[config.mk]
export PLATFORM = sky130hd
export DESIGN_NAME = alu_muldiv
export DESIGN_NICKNAME = d
export VERILOG_FILES = /design/src/rtl/alu_pkg.sv /design/src/rtl/div_unit.sv /design/src/rtl/alu_muldiv.sv
export SDC_FILE = /design/constraint.sdc
export NUM_CORES = 2
export LEC_CHECK = 0
export ABC_CLOCK_PERIOD_IN_PS = 10000
export CORE_MARGIN = 2
export CORE_UTILIZATION = 60
export DETAILED_ROUTE_END_ITERATION = 7
export PLACE_DENSITY = 0.8
export SYNTH_ARGS = -nofsm -noshare
export SYNTH_HDL_FRONTEND = slang
export SYNTH_HIERARCHICAL = 1
export SYNTH_SLANG_ARGS = --single-unit
[constraint.sdc]
create_clock -name clk -period 10 [get_ports clk]
set_input_delay 2 -clock clk [delete_from_list [all_inputs] [get_ports clk]]
set_output_delay 2 -clock clk [all_outputs]
set_load 0.02 [all_outputs]
[src/rtl/alu_pkg.sv]
// Shared op codes, FSM states and op-class helpers for the EX-stage ALU.
package alu_pkg;

  localparam int unsigned OP_W = 5;

  typedef enum logic [OP_W-1:0] {
    ALU_ADD    = 5'b00000,
    ALU_SUB    = 5'b00001,
    ALU_AND    = 5'b00010,
    ALU_OR     = 5'b00011,
    ALU_XOR    = 5'b00100,
    ALU_SLT    = 5'b00101,
    ALU_SLTU   = 5'b00110,
    ALU_SLL    = 5'b00111,
    ALU_SRL    = 5'b01000,
    ALU_SRA    = 5'b01011,
    ALU_LUI    = 5'b01111,
    ALU_MUL    = 5'b10000,
    ALU_MULH   = 5'b10001,
    ALU_MULHSU = 5'b10010,
    ALU_MULHU  = 5'b10011,
    ALU_DIV    = 5'b10100,
    ALU_DIVU   = 5'b10101,
    ALU_REM    = 5'b10110,
    ALU_REMU   = 5'b10111
  } alu_op_e;

  typedef enum logic [1:0] {
    IDLE = 2'd0,
    MUL  = 2'd1,
    DIV  = 2'd2
  } alu_state_e;

  // M-extension ops live in 10xxx; 11xxx is reserved and behaves like a base op
  function automatic logic is_mext(input logic [OP_W-1:0] op);
    return op[4:3] == 2'b10;
  endfunction

  // DIV/DIVU/REM/REMU
  function automatic logic is_div(input logic [OP_W-1:0] op);
    return op[4:2] == 3'b101;
  endfunction

endpackage

[src/rtl/div_unit.sv]
// Iterative radix-2 restoring divider on operand magnitudes, one quotient bit per cycle.
module div_unit
  import alu_pkg::*;
#(
  parameter int unsigned LEN = 32
) (
  input  logic           clk,
  input  logic           rst_n,
  input  logic           flush,
  input  logic           start,
  input  logic           sgn,
  input  logic [LEN-1:0] op1,
  input  logic [LEN-1:0] op2,
  output logic           busy,
  output logic           done_c,
  output logic [LEN-1:0] quot_c,
  output logic [LEN-1:0] rem_c
);

  localparam int unsigned CW = $clog2(LEN) + 1;

  logic [CW-1:0]  cnt;
  logic [LEN-1:0] dvd;
  logic [LEN-1:0] rem_r;
  logic [LEN-1:0] dvs;
  logic           q_neg;
  logic           r_neg;

  logic [LEN:0]   part_c;
  logic           lt_c;
  logic [LEN-1:0] q_next_c;
  logic [LEN-1:0] r_next_c;

  // One restoring step; results are sign-fixed so the final step lands straight in the output reg
  always_comb begin
    part_c   = {rem_r, dvd[LEN-1]};
    lt_c     = part_c < {1'b0, dvs};
    r_next_c = lt_c ? part_c[LEN-1:0] : LEN'(part_c - {1'b0, dvs});
    q_next_c = {dvd[LEN-2:0], ~lt_c};
    quot_c   = q_neg ? (~q_next_c + LEN'(1)) : q_next_c;
    rem_c    = r_neg ? (~r_next_c + LEN'(1)) : r_next_c;
    done_c   = busy & (cnt == CW'(1));
  end

  // Operand magnitude latch and iteration counter
  always_ff @(posedge clk or negedge rst_n) begin
    if (!rst_n) begin
      busy  <= 1'b0;
      cnt   <= '0;
      dvd   <= '0;
      rem_r <= '0;
      dvs   <= '0;
      q_neg <= 1'b0;
      r_neg <= 1'b0;
    end else if (flush) begin
      busy <= 1'b0;
      cnt  <= '0;
    end else if (start) begin
      busy  <= 1'b1;
      cnt   <= CW'(LEN);
      dvd   <= (sgn & op1[LEN-1]) ? (~op1 + LEN'(1)) : op1;
      dvs   <= (sgn & op2[LEN-1]) ? (~op2 + LEN'(1)) : op2;
      rem_r <= '0;
      q_neg <= sgn & (op1[LEN-1] ^ op2[LEN-1]);
      r_neg <= sgn & op1[LEN-1];
    end else if (busy) begin
      dvd   <= q_next_c;
      rem_r <= r_next_c;
      cnt   <= cnt - CW'(1);
      if (cnt == CW'(1)) busy <= 1'b0;
    end
  end

endmodule

[src/rtl/alu_muldiv.sv]
// EX-stage ALU with RV32M multiply/divide behind a req/resp handshake.
module alu_muldiv
  import alu_pkg::*;
#(
  parameter int unsigned LEN = 32
) (
  input  logic            clk,
  input  logic            rst_n,
  input  logic            flush,
  input  logic            req_valid,
  output logic            req_ready,
  input  logic [OP_W-1:0] alu_ctrl,
  input  logic [LEN-1:0]  aluop1,
  input  logic [LEN-1:0]  aluop2,
  output logic            resp_valid,
  output logic [LEN-1:0]  aluout,
  output logic            zero
);

  localparam int unsigned SHAMT_W = $clog2(LEN);
  localparam int unsigned PW      = 2 * LEN;
  localparam logic [LEN-1:0] INT_MIN = {1'b1, {(LEN-1){1'b0}}};

  alu_state_e      state;
  logic [PW-1:0]   prod;
  logic            mul_hi;
  logic            div_rem;

  logic [SHAMT_W-1:0] shamt_c;
  logic [LEN-1:0]  base_c;
  logic [PW-1:0]   ma_c, mb_c, prod_c;
  logic            accept_c, mul_op_c, div_op_c, div_zero_c, div_ovf_c, div_slow_c;
  logic [LEN-1:0]  spec_c;
  logic            load_c;
  logic [LEN-1:0]  load_val_c;

  logic            div_busy, div_done_c;
  logic [LEN-1:0]  div_quot_c, div_rem_c;

  // Single-cycle base ALU
  always_comb begin
    shamt_c = aluop2[SHAMT_W-1:0];
    base_c  = '0;
    case (alu_ctrl)
      ALU_ADD:  base_c = aluop1 + aluop2;
      ALU_SUB:  base_c = aluop1 - aluop2;
      ALU_AND:  base_c = aluop1 & aluop2;
      ALU_OR:   base_c = aluop1 | aluop2;
      ALU_XOR:  base_c = aluop1 ^ aluop2;
      ALU_SLT:  base_c = LEN'($signed(aluop1) < $signed(aluop2));
      ALU_SLTU: base_c = LEN'(aluop1 < aluop2);
      ALU_SLL:  base_c = aluop1 << shamt_c;
      ALU_SRL:  base_c = aluop1 >> shamt_c;
      ALU_SRA:  base_c = LEN'($signed(aluop1) >>> shamt_c);
      ALU_LUI:  base_c = aluop2;
      default:  base_c = '0;
    endcase
  end

  // Op classification, divide special cases and the full-width product
  always_comb begin
    accept_c   = req_valid & req_ready & ~flush;
    div_op_c   = is_div(alu_ctrl);
    mul_op_c   = is_mext(alu_ctrl) & ~div_op_c;
    div_zero_c = aluop2 == '0;
    div_ovf_c  = ~alu_ctrl[0] & (aluop1 == INT_MIN) & (aluop2 == '1);
    div_slow_c = div_op_c & ~div_zero_c & ~div_ovf_c;
    if (div_zero_c) spec_c = alu_ctrl[1] ? aluop1 : '1;
    else            spec_c = alu_ctrl[1] ? '0 : aluop1;
    // op1 is signed for MUL/MULH/MULHSU, op2 only for MULH; low half is sign-agnostic
    ma_c   = {{LEN{(alu_ctrl[1:0] != 2'b11) & aluop1[LEN-1]}}, aluop1};
    mb_c   = {{LEN{(alu_ctrl[1:0] == 2'b01) & aluop2[LEN-1]}}, aluop2};
    prod_c = ma_c * mb_c;
  end

  // Selects which value, if any, is written to aluout at the next edge
  always_comb begin
    load_c     = 1'b0;
    load_val_c = '0;
    if (!flush) begin
      case (state)
        IDLE: begin
          if (accept_c && !mul_op_c && !div_slow_c) begin
            load_c     = 1'b1;
            load_val_c = div_op_c ? spec_c : base_c;
          end
        end
        MUL: begin
          load_c     = 1'b1;
          load_val_c = mul_hi ? prod[PW-1:LEN] : prod[LEN-1:0];
        end
        DIV: begin
          if (div_done_c) begin
            load_c     = 1'b1;
            load_val_c = div_rem ? div_rem_c : div_quot_c;
          end
        end
        default: ;
      endcase
    end
  end

  div_unit #(.LEN(LEN)) u_div (
    .clk    (clk),
    .rst_n  (rst_n),
    .flush  (flush),
    .start  (accept_c & div_slow_c),
    .sgn    (~alu_ctrl[0]),
    .op1    (aluop1),
    .op2    (aluop2),
    .busy   (div_busy),
    .done_c (div_done_c),
    .quot_c (div_quot_c),
    .rem_c  (div_rem_c)
  );

  // FSM, product register and registered outputs
  always_ff @(posedge clk or negedge rst_n) begin
    if (!rst_n) begin
      state      <= IDLE;
      req_ready  <= 1'b1;
      resp_valid <= 1'b0;
      aluout     <= '0;
      zero       <= 1'b1;
      prod       <= '0;
      mul_hi     <= 1'b0;
      div_rem    <= 1'b0;
    end else begin
      resp_valid <= load_c;
      if (load_c) begin
        aluout <= load_val_c;
        zero   <= load_val_c == '0;
      end
      if (flush) begin
        state     <= IDLE;
        req_ready <= 1'b1;
      end else begin
        case (state)
          IDLE: begin
            if (accept_c && mul_op_c) begin
              state     <= MUL;
              req_ready <= 1'b0;
              prod      <= prod_c;
              mul_hi    <= alu_ctrl[1:0] != 2'b00;
            end else if (accept_c && div_slow_c) begin
              state     <= DIV;
              req_ready <= 1'b0;
              div_rem   <= alu_ctrl[1];
            end
          end
          MUL: begin
            state     <= IDLE;
            req_ready <= 1'b1;
          end
          DIV: begin
            // a divider that went idle without finishing would otherwise hang the stage
            if (div_done_c || !div_busy) begin
              state     <= IDLE;
              req_ready <= 1'b1;
            end
          end
          default: begin
            state     <= IDLE;
            req_ready <= 1'b1;
          end
        endcase
      end
    end
  end

endmodule

==> summary.md <==
| Metric | Value |
|---|---|
| Area inside the core boundary | `102000 um2` |
| Dominant cells by area after synthesis | `sky130_fd_sc_hd__fa_1 (37%), sky130_fd_sc_hd__dfrtp_1 (8.4%), sky130_fd_sc_hd__inv_1 (8.3%), sky130_fd_sc_hd__ha_1 (7.0%), sky130_fd_sc_hd__nand2_1 (6.8%)` |
| Number of vias in the routed layout | `60000` |
| CTS hold repair buffers | `0` |
| Post-synthesis instance total | `7373` |
| Largest fanout on the critical path | `6` |
| Hold violation count in the final report | `0` |
| Clock slew at the register clock pins of the worst setup and hold paths | `0.07 ns` |
| Number of enable-type register cells in the synthesized netlist | `0` |
| Critical-path top delay cell | `sky130_fd_sc_hd__fa_2` |
| Number of warnings reported in the yosys synthesis log | `6` |
| Cell taking the most area after synthesis | `sky130_fd_sc_hd__fa_1` |
| Number of optimization iterations in the first detailed-route pass | `8` |
| Die outline width | `~320 um` |
| Final routed wire length divided by cell count | `30.3 um` |
| Placer's final routability congestion estimate | `1.17` |
| Buffers on Ports | `107` |
| Highest Clock Rate | `101 MHz` |
| Count of unresolved DRC violations after routing | `1` |
| Initial antenna violation count | `29` |
| Cell with the most instances after synthesis | `sky130_fd_sc_hd__inv_1` |
| Most common flop cell mapped by yosys | `sky130_fd_sc_hd__dfrtp_1` |
| Arrival time reported for the critical path endpoint | `10.31 ns` |
| Insertion delay to the later sink of the worst-skew pair | `0.63 ns` |
| Slack of the worst reg-to-reg path | `2.10 ns` |
| Half-perimeter wire length after detailed placement | `223000 um` |
| Outcome | `finished, violations left` |
| Area share of the leading cell type in the synthesized netlist | `between 30% and 40%` |
| Class of the worst hold path | `reg2reg` |
| Clock Root Buffer | `sky130_fd_sc_hd__clkbuf_16` |
| Global-route wire length before repair | `402000 um` |
| Synthesized net count | `8921` |
| Sink Count | `208` |
| Routed Wire Length | `276000 um` |
| Count of distinct cell types in the synthesized netlist | `108` |
| Fraction of layout cells with a size suffix above 1 | `12.4%` |
| Effective utilization at floorplan | `60.6%` |
| Area of the mapped netlist | `61700 um2` |
| Category of the worst setup path capture point | `flip-flop` |
| Worst path max stage delay | `0.71 ns` |
| Reg2reg start | `u_div/rem_r[3]` |
| FP Rows | `117` |
| Destination of the critical timing path | `prod[61]` |
| Final #Nets | `9266` |
| Worst EP required | `10.44 ns` |
| Total number of H-tree levels | `1` |
| Area growth syn-to-layout | `11.9%` |
| Residual antenna-violating net count after detailed routing | `0` |
| Crit. Startpoint | `alu_ctrl[0]` |
| Deepest clock path buffer count | `3` |
| Number of I/O pins | `108` |
| Violations in the final reports | `DRC, capacitance limit, slew limit` |
| Share of async-settable or async-resettable flops after synthesis | `100%` |
| Final clock skew | `0.0409 ns` |
| Die Height | `325 um` |
| Depth of the worst register-to-register path | `25` |
| Post-synth top cells | `sky130_fd_sc_hd__inv_1 (1368), sky130_fd_sc_hd__fa_1 (1128), sky130_fd_sc_hd__nand2_1 (1113)` |
| Drt initial violations | `8412` |
| Die area | `105000 um2` |
| Number of max-cap violations | `1` |
| Least-Margin Pin Slew | `about 1.5 ns` |
| Max-slew violations | `2` |
| Final Instance Area | `69100 um2` |
| Post-route core utilization | `a little under 70%` |
| Worst-case headroom to the max-slew limit | `-2.25%` |
| Placed inst area | `68000 um2` |
| Final count of negative-setup-slack endpoints | `0` |
| Tmin final | `9.87 ns` |
| Startpoint kind of the worst setup timing path | `primary input` |
| Number of global-route vias before repair | `about 60000` |
| CP dominant cell by count | `sky130_fd_sc_hd__fa_1` |
| Destination of the worst register-to-register timing path | `zero` |
| Fraction of the cycle the final worst path needs | `98.7%` |
| Post-detailed-route via-to-cell ratio | `6.58` |
| Total congestion overflow | `0` |
| Maximum number of pins on one net before global-route repair | `138` |
| Average footprint of a synthesized cell | `8.37 um2` |
| Worst setup path category | `in2reg` |
| Total CTS buffers | `25` |
| Post-synthesis sequential area ratio | `8.44%` |
| Flops & latches, synth | `208` |
| CTS tree | `yes` |
| All-layer global routing usage | `52.2%` |
-- area by class of cell --
| cell class | instances | area [um2] |
|---|---|---|
| Multi-Input combinational cell | 5324 | 49600 |
| Fill cell | 8322 | 32800 |
| Timing Repair Buffer | 767 | 6350 |
| Inverter | 1392 | 5230 |
| Sequential cell | 208 | 5210 |
| Tap cell | 1368 | 1710 |
| Clock buffer | 26 | 639 |
| Clock inverter | 19 | 238 |
| Antenna cell | 16 | 40.0 |
-- repair_timing --
item | 4_1_cts | 5_1_grt
endpoints found under the setup margin | 1 | 9
hold endpoints to repair | 0 | 0
resized for setup | 3 | 25
buffers inserted | 0 | 3
pin swaps | 0 | 12
-- how the worst min path moves through the flow --
stage / startpoint / end / slack [ns] / depth (start not counted)
2_1_floorplan: prod[41] / prod[41] / 0.44 / 2
3_3_place_gp: aluout[1] / aluout[1] / 0.46 / 2
3_5_place_dp: aluout[31] / aluout[31] / 0.47 / 1
4_1_cts: aluout[31] / aluout[31] / 0.48 / 1
5_1_grt: aluout[31] / aluout[31] / 0.50 / 1
6_report: aluout[31] / aluout[31] / 0.48 / 1
-- flip-flops by register name (all words and copies together) (netlist names) --
name,cells
u_div/q_neg,1
u_div/dvs,32
u_div/rem_r,32
zero,1
u_div/r_neg,1
u_div/dvd,32
resp_valid,1
div_rem,1
req_ready,1
aluout,32
state,2
u_div/cnt,6
u_div/busy,1
prod,64
mul_hi,1
-- cell usage in the layout (no fill, tap or decap), types with 37 or more instances in the layout --
cell	count
sky130_fd_sc_hd__a211oi_1	42
sky130_fd_sc_hd__a21o_1	54
sky130_fd_sc_hd__a21oi_1	276
sky130_fd_sc_hd__buf_12	47
sky130_fd_sc_hd__buf_2	56
sky130_fd_sc_hd__buf_4	612
sky130_fd_sc_hd__clkdlybuf4s50_1	47
sky130_fd_sc_hd__dfrtp_1	204
sky130_fd_sc_hd__fa_1	1121
sky130_fd_sc_hd__ha_1	347
sky130_fd_sc_hd__inv_1	1361
sky130_fd_sc_hd__mux2i_1	145
sky130_fd_sc_hd__mux4_2	51
sky130_fd_sc_hd__nand2_1	1110
sky130_fd_sc_hd__nand3_1	78
sky130_fd_sc_hd__nand4_1	39
sky130_fd_sc_hd__nor2_1	509
sky130_fd_sc_hd__nor3_1	89
sky130_fd_sc_hd__nor3b_1	37
sky130_fd_sc_hd__nor4_1	46
sky130_fd_sc_hd__o21ai_0	341
sky130_fd_sc_hd__o22ai_1	51
sky130_fd_sc_hd__o31ai_1	44
sky130_fd_sc_hd__xnor2_1	157
sky130_fd_sc_hd__xor2_1	80
-- cell families after synthesis --
| kind of cell | count (synthesis) | share of synthesized area, % |
|---|---|---|
| AO/OA/AOI/OAI | 1216 | 12.9 |
| multiplexers | 230 | 4.86 |
| flip-flops | 208 | 8.44 |
| adder cells (fa/ha/maj) | 1475 | 43.6 |
| AND/OR/NAND/NOR | 2166 | 15.4 |
| XOR/XNOR | 237 | 3.36 |
| buffers and inverters | 1841 | 11.4 |
-- metal layers --
layer	part of all wire [%]	global-route usage, %	up-vias
met5	0.29	2.63	-
met4	8.6	34.1	38
met3	16	22.7	1213
met2	40	71.9	4878
met1	35	66.4	29700
li1	-	-	24200
-- through the flow --
step           setup slack (ns)  cells  hold WS [ns]  TNS [ns]
2_1_floorplan           -0.0331   7373         0.438   -0.0574
3_3_place_gp             -0.508   9056         0.461     -3.37
3_5_place_dp             -0.636   9056         0.467     -5.32
4_1_cts                  0.0187   9101         0.482         0
5_1_grt                 -0.0942   9110         0.503    -0.102
6_report                  0.129   9120         0.476         0
-- worst max-delay path, delay by kind of cell --
| family | cells | cell delay [ns] |
|---|---|---|
| compound gates | 10 | 2.05 |
| xor+xnor | 1 | 0.16 |
| fa+ha+maj | 9 | 4.32 |
| buf+inv | 6 | 1.44 |
| simple gates | 3 | 0.35 |
Power is not shown: default switching activity piles up to over one toggle a cycle in this logic, so the estimate is an artifact.
